### src/rtl/axi_read_responder.sv
// axi_read_responder: AXI4 read-channel slave in front of a single-port synchronous SRAM.
//
// Accepted AR requests are queued in order. The issue engine walks each burst
// (FIXED / INCR / WRAP) one SRAM word per cycle. SRAM data comes back one cycle
// later and lands in a 2-entry R buffer whose head drives the R channel.
//
// Ports:
//   clk, rst          clock, synchronous active-high reset
//   s_axi_ar*         read address channel (arready = queue not full)
//   s_axi_r*          read data channel, full rready backpressure
//   OUT_MEM_ce/addr   SRAM read strobe and word address
//   IN_MEM_data       SRAM read data, valid the cycle after OUT_MEM_ce
//
// Optional feature: define AXIRSP_RANDSTALL_EN to let a 16-bit LFSR insert
// random issue gaps (ordering and data unchanged).
module axi_read_responder #(
  parameter int unsigned ID_LEN       = 2,
  parameter int unsigned ADDR_LEN     = 32,
  parameter int unsigned WIDTH        = 128,
  parameter int unsigned MEM_ADDR_LEN = 16,
  parameter int unsigned AR_DEPTH     = 4
) (
  input  logic                    clk,
  input  logic                    rst,
  input  logic [ID_LEN-1:0]       s_axi_arid,
  input  logic [ADDR_LEN-1:0]     s_axi_araddr,
  input  logic [7:0]              s_axi_arlen,
  input  logic [1:0]              s_axi_arburst,
  input  logic                    s_axi_arvalid,
  output logic                    s_axi_arready,
  output logic [ID_LEN-1:0]       s_axi_rid,
  output logic [WIDTH-1:0]        s_axi_rdata,
  output logic                    s_axi_rlast,
  output logic                    s_axi_rvalid,
  input  logic                    s_axi_rready,
  output logic                    OUT_MEM_ce,
  output logic [MEM_ADDR_LEN-1:0] OUT_MEM_addr,
  input  logic [WIDTH-1:0]        IN_MEM_data
);

  localparam int unsigned OFFS = $clog2(WIDTH / 8);
  localparam int unsigned AQW  = $clog2(AR_DEPTH);

  typedef enum logic [0:0] {StIdle, StBurst} state_e;

  // ---------------- AR request queue ----------------
  logic [ID_LEN-1:0]       aq_id    [AR_DEPTH];
  logic [MEM_ADDR_LEN-1:0] aq_addr  [AR_DEPTH];
  logic [7:0]              aq_len   [AR_DEPTH];
  logic [1:0]              aq_burst [AR_DEPTH];
  logic [AQW-1:0]          aq_wr_q, aq_rd_q;
  logic [AQW:0]            aq_cnt_q;
  logic                    aq_full, aq_empty, aq_push, aq_pop;
  logic [ADDR_LEN-1:0]     araddr_sh;
  logic                    unused_araddr;

  assign araddr_sh     = s_axi_araddr >> OFFS;
  assign unused_araddr = ^araddr_sh;
  assign aq_full       = (aq_cnt_q == (AQW+1)'(AR_DEPTH));
  assign aq_empty      = (aq_cnt_q == '0);
  assign s_axi_arready = !rst && !aq_full;
  assign aq_push       = s_axi_arvalid && s_axi_arready;

  always_ff @(posedge clk) begin
    if (aq_push) begin
      aq_id[aq_wr_q]    <= s_axi_arid;
      aq_addr[aq_wr_q]  <= araddr_sh[MEM_ADDR_LEN-1:0];
      aq_len[aq_wr_q]   <= s_axi_arlen;
      aq_burst[aq_wr_q] <= s_axi_arburst;
    end
  end

  always_ff @(posedge clk) begin
    if (rst) begin
      aq_wr_q  <= '0;
      aq_rd_q  <= '0;
      aq_cnt_q <= '0;
    end else begin
      if (aq_push) aq_wr_q <= aq_wr_q + AQW'(1);
      if (aq_pop)  aq_rd_q <= aq_rd_q + AQW'(1);
      aq_cnt_q <= aq_cnt_q + (AQW+1)'(aq_push) - (AQW+1)'(aq_pop);
    end
  end

  // ---------------- R buffer (2 entries) ----------------
  logic [ID_LEN-1:0] r_id   [2];
  logic [WIDTH-1:0]  r_data [2];
  logic              r_last [2];
  logic              r_wr_q, r_rd_q;
  logic [1:0]        r_cnt_q;
  logic              r_valid, r_pop;
  logic              inflight_q, tag_last_q;
  logic [ID_LEN-1:0] tag_id_q;

  assign r_valid      = (r_cnt_q != 2'd0);
  assign r_pop        = r_valid && s_axi_rready;
  assign s_axi_rvalid = r_valid;
  assign s_axi_rid    = r_valid ? r_id[r_rd_q]   : '0;
  assign s_axi_rdata  = r_valid ? r_data[r_rd_q] : '0;
  assign s_axi_rlast  = r_valid && r_last[r_rd_q];

  always_ff @(posedge clk) begin
    if (inflight_q) begin
      r_id[r_wr_q]   <= tag_id_q;
      r_data[r_wr_q] <= IN_MEM_data;
      r_last[r_wr_q] <= tag_last_q;
    end
  end

  always_ff @(posedge clk) begin
    if (rst) begin
      r_wr_q  <= 1'b0;
      r_rd_q  <= 1'b0;
      r_cnt_q <= 2'd0;
    end else begin
      if (inflight_q) r_wr_q <= ~r_wr_q;
      if (r_pop)      r_rd_q <= ~r_rd_q;
      r_cnt_q <= r_cnt_q + 2'(inflight_q) - 2'(r_pop);
    end
  end

  // ---------------- Issue engine ----------------
  state_e                  state_q;
  logic [7:0]              beat_q, beat_cur, hd_len;
  logic [MEM_ADDR_LEN-1:0] cur_addr_q, iss_addr, next_addr, wrap_mask;
  logic [ID_LEN-1:0]       hd_id;
  logic [1:0]              hd_burst;
  logic [2:0]              credit_use;
  logic                    iss_last, wrap_ok, issue, stall;

`ifdef AXIRSP_RANDSTALL_EN
  logic [15:0] lfsr_q;
  always_ff @(posedge clk) begin
    if (rst) lfsr_q <= 16'hACE1;
    else     lfsr_q <= {lfsr_q[14:0], lfsr_q[15] ^ lfsr_q[13] ^ lfsr_q[12] ^ lfsr_q[10]};
  end
  assign stall = lfsr_q[0];
`else
  assign stall = 1'b0;
`endif

  // Beat 0 is issued straight from the queue head so that an AR accepted in
  // cycle 0 reaches the SRAM in cycle 1; later beats use cur_addr_q.
  always_comb begin
    hd_id      = aq_id[aq_rd_q];
    hd_len     = aq_len[aq_rd_q];
    hd_burst   = aq_burst[aq_rd_q];
    iss_addr   = (state_q == StBurst) ? cur_addr_q : aq_addr[aq_rd_q];
    beat_cur   = (state_q == StBurst) ? beat_q : 8'd0;
    iss_last   = (beat_cur == hd_len);
    wrap_ok    = (hd_burst == 2'd2) &&
                 ((hd_len == 8'd1) || (hd_len == 8'd3) || (hd_len == 8'd7) || (hd_len == 8'd15));
    wrap_mask  = MEM_ADDR_LEN'(hd_len);
    if (hd_burst == 2'd0)  next_addr = iss_addr;
    else if (wrap_ok)      next_addr = (iss_addr & ~wrap_mask) |
                                       ((iss_addr + MEM_ADDR_LEN'(1)) & wrap_mask);
    else                   next_addr = iss_addr + MEM_ADDR_LEN'(1);
    // Buffered + in-flight beats, minus the one leaving this cycle, must stay below 2.
    credit_use = 3'(r_cnt_q) + 3'(inflight_q) - 3'(r_pop);
    issue      = !rst && !aq_empty && (credit_use < 3'd2) && !stall;
  end

  assign aq_pop       = issue && iss_last;
  assign OUT_MEM_ce   = issue;
  assign OUT_MEM_addr = issue ? iss_addr : '0;

  always_ff @(posedge clk) begin
    if (rst) begin
      state_q    <= StIdle;
      beat_q     <= 8'd0;
      cur_addr_q <= '0;
      inflight_q <= 1'b0;
      tag_id_q   <= '0;
      tag_last_q <= 1'b0;
    end else begin
      inflight_q <= issue;
      if (issue) begin
        tag_id_q   <= hd_id;
        tag_last_q <= iss_last;
        if (iss_last) begin
          state_q <= StIdle;
          beat_q  <= 8'd0;
        end else begin
          state_q    <= StBurst;
          beat_q     <= beat_cur + 8'd1;
          cur_addr_q <= next_addr;
        end
      end
    end
  end

endmodule
### config.mk
export PLATFORM = sky130hd
export DESIGN_NAME = axi_read_responder
export DESIGN_NICKNAME = d
export VERILOG_FILES = /design/src/rtl/axi_read_responder.sv
export SDC_FILE = /design/constraint.sdc
export NUM_CORES = 1
export LEC_CHECK = 0
export CAP_MARGIN = 15
export CORE_AREA = 2 2 177 179
export DETAILED_ROUTE_END_ITERATION = 7
export DIE_AREA = 0 0 179 181
export PLACE_DENSITY_LB_ADDON = 0.05
export SETUP_SLACK_MARGIN = 0.4
export SLEW_MARGIN = 5
export SYNTH_ARGS = -nofsm -noshare
export SYNTH_HDL_FRONTEND = slang
export SYNTH_SLANG_ARGS = --single-unit
### constraint.sdc
create_clock -name clk -period 20.4 [get_ports clk]
set_clock_uncertainty 0.1 [all_clocks]
set_input_delay 4.08 -clock clk [delete_from_list [all_inputs] [get_ports clk]]
set_output_delay 4.08 -clock clk [all_outputs]
set_load 0.02 [all_outputs]
# Word-level counts from Yosys, hierarchy flattened
# Memory sizes are Yosys's and may differ from the RTL's. A register that Yosys moved wholly into a read port is not among the register bits.
# Cells that the tools add are included.
classes:
  n_addsub: 10
  n_lt_le_gt_ge: 1
  n_eq_ne: 7
  mux: 25
  bitwise_logic: 7
  n_reduce_logical: 18
op_table:
  columns: ["operator", "count"]
  rows:
  - ["2-to-1 mux 128 bit", 1]
  - ["2-to-1 mux 16 bit", 4]
  - ["adder 16 x 1 -> 16 bit (second input constant)", 1]
  - ["AND 16 bit", 1]
  - ["AND 16 x 8 -> 16 bit", 1]
  - ["2-to-1 mux 8 bit", 2]
  - ["NOT 8 -> 16 bit", 1]
  - ["OR 16 bit", 1]
  - ["2-to-1 mux 2 bit", 7]
  - ["2-to-1 mux 1 bit", 11]
  - ["adder 8 x 1 -> 8 bit (second input constant)", 1]
  - ["equality test 8 x 1 -> 1 bit (second input constant)", 1]
  - ["equality test 8 x 2 -> 1 bit (second input constant)", 1]
  - ["equality test 8 x 3 -> 1 bit (second input constant)", 1]
  - ["equality test 8 x 4 -> 1 bit (second input constant)", 1]
  - ["equality test 8 bit", 1]
  - ["logical AND 1 bit", 8]
  - ["subtractor 3 x 1 -> 3 bit", 2]
  - ["adder 2 x 1 -> 2 bit (second input constant)", 2]
  - ["adder 2 x 1 -> 3 bit", 1]
  - ["adder 3 x 1 -> 3 bit", 1]
  - ["equality test 3 bit (second input constant)", 1]
  - ["logical NOT 1 bit", 3]
  - ["logical NOT 3 bit", 1]
  - ["other kinds (9)", 13]
word_totals:
  regBits: 38
  mem_bits_rw: 374
  input_bits: 176
  output_inout_bits: 150
  mem_count: 7
mem_list:
  columns: ["memory", "words", "width", "read_ports", "rd_clocked_by_memory_dff", "write_ports", "line", "source"]
  rows:
  - ["r_data", 2, 128, 1, 1, 1, "87", "logic [WIDTH-1:0] r_data [2];"]
  - ["aq_addr", 4, 16, 1, 1, 1, "48", "logic [MEM_ADDR_LEN-1:0] aq_addr [AR_DEPTH];"]
  - ["aq_len", 4, 8, 1, 1, 1, "49", "logic [7:0] aq_len [AR_DEPTH];"]
  - ["aq_burst", 4, 2, 1, 1, 1, "50", "logic [1:0] aq_burst [AR_DEPTH];"]
  - ["aq_id", 4, 2, 1, 1, 1, "47", "logic [ID_LEN-1:0] aq_id [AR_DEPTH];"]
  - ["r_id", 2, 2, 1, 1, 1, "86", "logic [ID_LEN-1:0] r_id [2];"]
  - ["+1 memories", null, null, null, null, null, null, null]

# Logic depth before layout (Yosys ltp)
logic_depth:
  word_depth: 8
  ltp_mapped: 18

# Worst setup path after synthesis
# Ideal clock, no wire load.
synth_timing:
  path_type: "input-to-output"
  start: "in s_axi_rready"
  end: "out OUT_MEM_addr[10]"
  arrival_ns: 6.391
  required_time_ns: 16.220
  setup_slack_ns: 9.829
  stages: 9
  n_path_buf: 2
  cell_sequence: "and2_1 > ha_1 > inv_1 > ha_1 > fa_1 > or4_1 > clkbuf_1 > clkbuf_1 > nor2_1"
synth_via:
  elab_chain_cells: 5
synth_lines:
  columns: ["item", "line", "source"]
  rows:
  - ["from (decl)", "35", "input logic s_axi_rready,"]
  - ["logical AND 1 bit", "96", "assign r_pop = r_valid && s_axi_rready;"]
  - ["subtractor 3 x 1 -> 3 bit", "159", "credit_use = 3'(r_cnt_q) + 3'(inflight_q) - 3'(r_pop);"]
  - ["via credit_use[1]", "128", "logic [2:0] credit_use;"]
  - ["less-than comparator 3 x 2 -> 1 bit", "160", "issue = !rst && !aq_empty && (credit_use < 3'd2) && !stall;"]
  - ["logical AND 1 bit", "160", null]
  - ["2-to-1 mux 16 bit", "165", "assign OUT_MEM_addr = issue ? iss_addr : '0;"]
  - ["to (decl)", "37", "output logic [MEM_ADDR_LEN-1:0] OUT_MEM_addr,"]
# The timed path passes the listed nets, and every way through them passes these cells.

# Worst setup path in the final report
layout_timing:
  start: "in s_axi_rready"
  end: "out OUT_MEM_ce"
layout_via:
  elab_chain_cells: 4
layout_lines:
  columns: ["item", "line", "source"]
  rows:
  - ["logical AND 1 bit", "96", null]
  - ["via r_pop", "91", "logic r_valid, r_pop;"]
  - ["subtractor 3 x 1 -> 3 bit", "159", null]
  - ["less-than comparator 3 x 2 -> 1 bit", "160", null]
  - ["logical AND 1 bit", "160", null]
  - ["to (decl)", "36", "output logic OUT_MEM_ce,"]
# The timed path passes the listed nets, and every way through them passes these cells.

==> flow_summary.yaml <==
cells_and_area:
  mostFrequentLayoutCell: "edfxtp_1"
  area_delta_synth_final_pct: 28.73
  drive_gt1_share_pct: 7.359
  finalNetCount: 1542
  utilization_pct: 70.15
  final_cell_mix: "edfxtp_1 (374), clkdlybuf4s50_1 (309), nor2_1 (177)"
detailed_routing:
  drt-pass1-iter-count: 5
  drtIter0Drc: 586
  num_vias: 9541
  vias_per_cell: 5.348
  finalWirelength_microns: 34570
  wire_per_inst_microns: 19.38
  ant_nets: 0
  drc: 0
placed_design:
  dp_hpwl_microns: 21390
  io_buffers: 309
  place.gp.congestion: 0.7562
clocking:
  clock_sinks: 417
  root_buffer: "clkbuf_16"
  clk_path_buf_depth: 3
  clock_latency_ns: 0.52
  cts_resized: 0
  htreeDepth: 2
  clkTransAtPathRegs_ns: 0.05
  post-cts-setup-buffers: 0
  cts_buffers: 43
  ctsHoldBuffers: 0
  cts_tree: "built"
floorplan:
  initial_core_util_pct: 54.49
  core.rowCount: 64
  die_area_sq_um: 32400
  io_pins: 326
  die_w_microns: 179
  fp.dieH_microns: 181
  core_area_sq_um: 30350
global_routing:
  antenna_found_initial: 2
  grt_first_pass_wirelength_microns: 52380
  grt_pass1_vias: 9555
  grt_max_degree: 70
  grt_usage_pct: 20.89
  grt-ovfl-total: 0
logic_synthesis:
  ys_ff_latch: 417
  synth_area_sq_um: 16540
  synthArstFlopShare_pct: 0
  synth_compound_area_share_pct: 2.716
  muxShareOfSynthArea_pct: 12.17
  syn_area_per_cell_sq_um: 15.92
  synth_top_family_by_area: "multiplexers"
  synthSimpleGateAreaFrac_pct: 7.505
  synth_xor_xnor_area_share_pct: 1.430
  ys.flop_type: "edfxtp_1"
  yosysWarnings: 0
  synthCells: 1039
  syn-num-nets: 1227
  synth_edf_count: 374
  yosysUniqueCellTypes: 59
  synth.yosys.seq_area_share_pct: 73.11
  yosys.area_share.adder_pct: 0.9986
worst_setup_path:
  cp_top_family: "buffers and inverters"
  path_cells: "clkdlybuf4s50_1, and2_1, ha_1, inv_1, ha_1, fa_1, xnor2_1, or4_1, clkinv_1, clkdlybuf4s50_1"
  reg2regPathDepth: 17
  cp.arrival_ns: 7.74
  endpoint_kind: "primary output"
  cp-start-kind: "input port"
  reg2reg_slack_ns: 15.19
  worst_path_largest_cell_delay_ns: 0.79
  criticalPathCategory: "input port to primary output"
  critPathMaxFanout: 29
  crit_slowest_cell: "or4_1"
  crit_end: "OUT_MEM_ce"
  crit_start: "s_axi_rready"
  required_ns: 16.22
  rr_endpoint: "aq_cnt_q[2]"
  path_buf_inv: 4
  worst-path-stages: 10
  r2r-start: "r_cnt_q[1]"
timing:
  whs_ns: 0.3510
  fin_crit_sh_pct: 58.45
  timing.final.hold_violations: 0
  final_max_slew_viol_count: 0
  finalSetupViolCount: 0
  fin_setup_tns_ns: 0
  relSlewSlack_pct: 23.31
  period_needed_ns: 11.92
  worst_slew_pin_slew_ns: 1.150
  max_freq_mhz: 83.87
  rsz0062_at_grt: "false"
job:
  cap_violations: 0
hold_path:
  hold_depth: 0
  hp-class: "flop to flop"
pwr:
  irDropWorstVdd_mv: 0.09525
  powerDensity_nw_per_um2: 119.6
  p_leak_nw: 6.917
status:
  status: "finished, final reports clean"
-- synth_stat cells (all sizes together) (4+ instances only) --
library cell	n	share of area, %
nor2b	6	0.23
edfxtp	374	68
xor2	5	0.26
mux4	17	2.4
nor2	181	4.1
or3b	6	0.32
nor3	6	0.21
ha	10	0.76
and3	4	0.15
a21oi	9	0.27
dfxtp	43	5.2
nand2	25	0.57
o21ai	18	0.54
a22oi	13	0.59
nand3	11	0.33
a211oi	9	0.48
nand4b	4	0.21
xnor2	22	1.2
buf	24	1.0
a22o	4	0.21
inv	20	0.45
and2	5	0.20
mux2i	161	9.7
clkbuf	26	0.59
-- worst register-to-register path, cell delays in order (launching register included) --
cell     delay, ns
dfxtp_1       0.35
nor2_4        0.11
buf_4         0.57
inv_1         0.16
and2_1        0.24
ha_1          0.29
inv_1         0.04
ha_1          0.18
fa_1          0.45
or4_1         0.98
nor2_1        0.51
ha_1          0.31
inv_1         0.05
ha_1          0.12
inv_1         0.04
fa_1          0.37
xnor2_1       0.17
nor2_1        0.05
-- layout make-up --
class	instances	area, sq um
antenna	2	5.005
fill	2089	9059
clock buffer	57	1171
inverter	21	78.83
clock inverter	20	140.1
tap	396	495.5
multi-input combinational	551	4128
sequential	417	12100
timing repair buffer	320	3176
-- report_power, final --
group          leakage, nW  switching (W)  internal, W  total (W)
Clock                0.638       0.000300     0.000427   0.000727
Combinational         2.54       0.000438     0.000335   0.000772
Sequential            3.74      0.0000345      0.00101    0.00105
Total                 6.92       0.000772      0.00177    0.00255
-- through the flow --
stage               power, W  cells  area, sq um  setup slack, ns
CTS                 0.002573   1782        21290            8.398
global placement    0.001834   1705        19970            8.491
floorplan           0.001512   1039        16540            9.829
global route        0.002659   1784        21290            8.216
finish              0.002546   1784        21290            8.476
detailed placement  0.001843   1705        19970            8.427
-- worst min-delay path by stage --
| stage | start | to | slack [ns] |
|---|---|---|---|
| floorplan | tag_id_q[0] | r_id[0][0] | 0.33 |
| global placement | tag_id_q[1] | r_id[0][1] | 0.34 |
| detailed placement | tag_id_q[1] | r_id[1][1] | 0.34 |
| CTS | tag_id_q[1] | r_id[0][1] | 0.35 |
| global route | tag_id_q[1] | r_id[1][1] | 0.37 |
| finish | tag_id_q[1] | r_id[0][1] | 0.35 |
-- cell families (layout without fill, tap and decap cells) --
kind of cell               count (synthesis)  in the layout
adders and majority gates                 12             12
AOI/OAI and AO/OA                         65             65
xor gates and xnor gates                  27             27
DFF                                      417            417
and+or+nand+nor                          269            269
other                                      0              2
muxes                                    178            178
buffers and inverters                     71            418
-- sequential cells by signal (all words and copies together), names as in the netlist, 3 cells and up, named ones only --
name / cells
aq_addr: 64
aq_burst: 8
aq_cnt_q: 3
aq_id: 8
aq_len: 32
beat_q: 8
cur_addr_q: 16
r_data: 256
r_id: 4
-- per-layer routing --
| layer | global-route usage, % | up-vias | wire length (microns) |
|---|---|---|---|
| met4 | 5.756 | 0 | 680 |
| met5 | 0 | - | 0 |
| li1 | - | 4513 | - |
| met2 | 35.72 | 287 | 17160 |
| met1 | 27.27 | 4694 | 14460 |
| met3 | 4.061 | 47 | 2270 |
(Power assumes the default switching activity.)
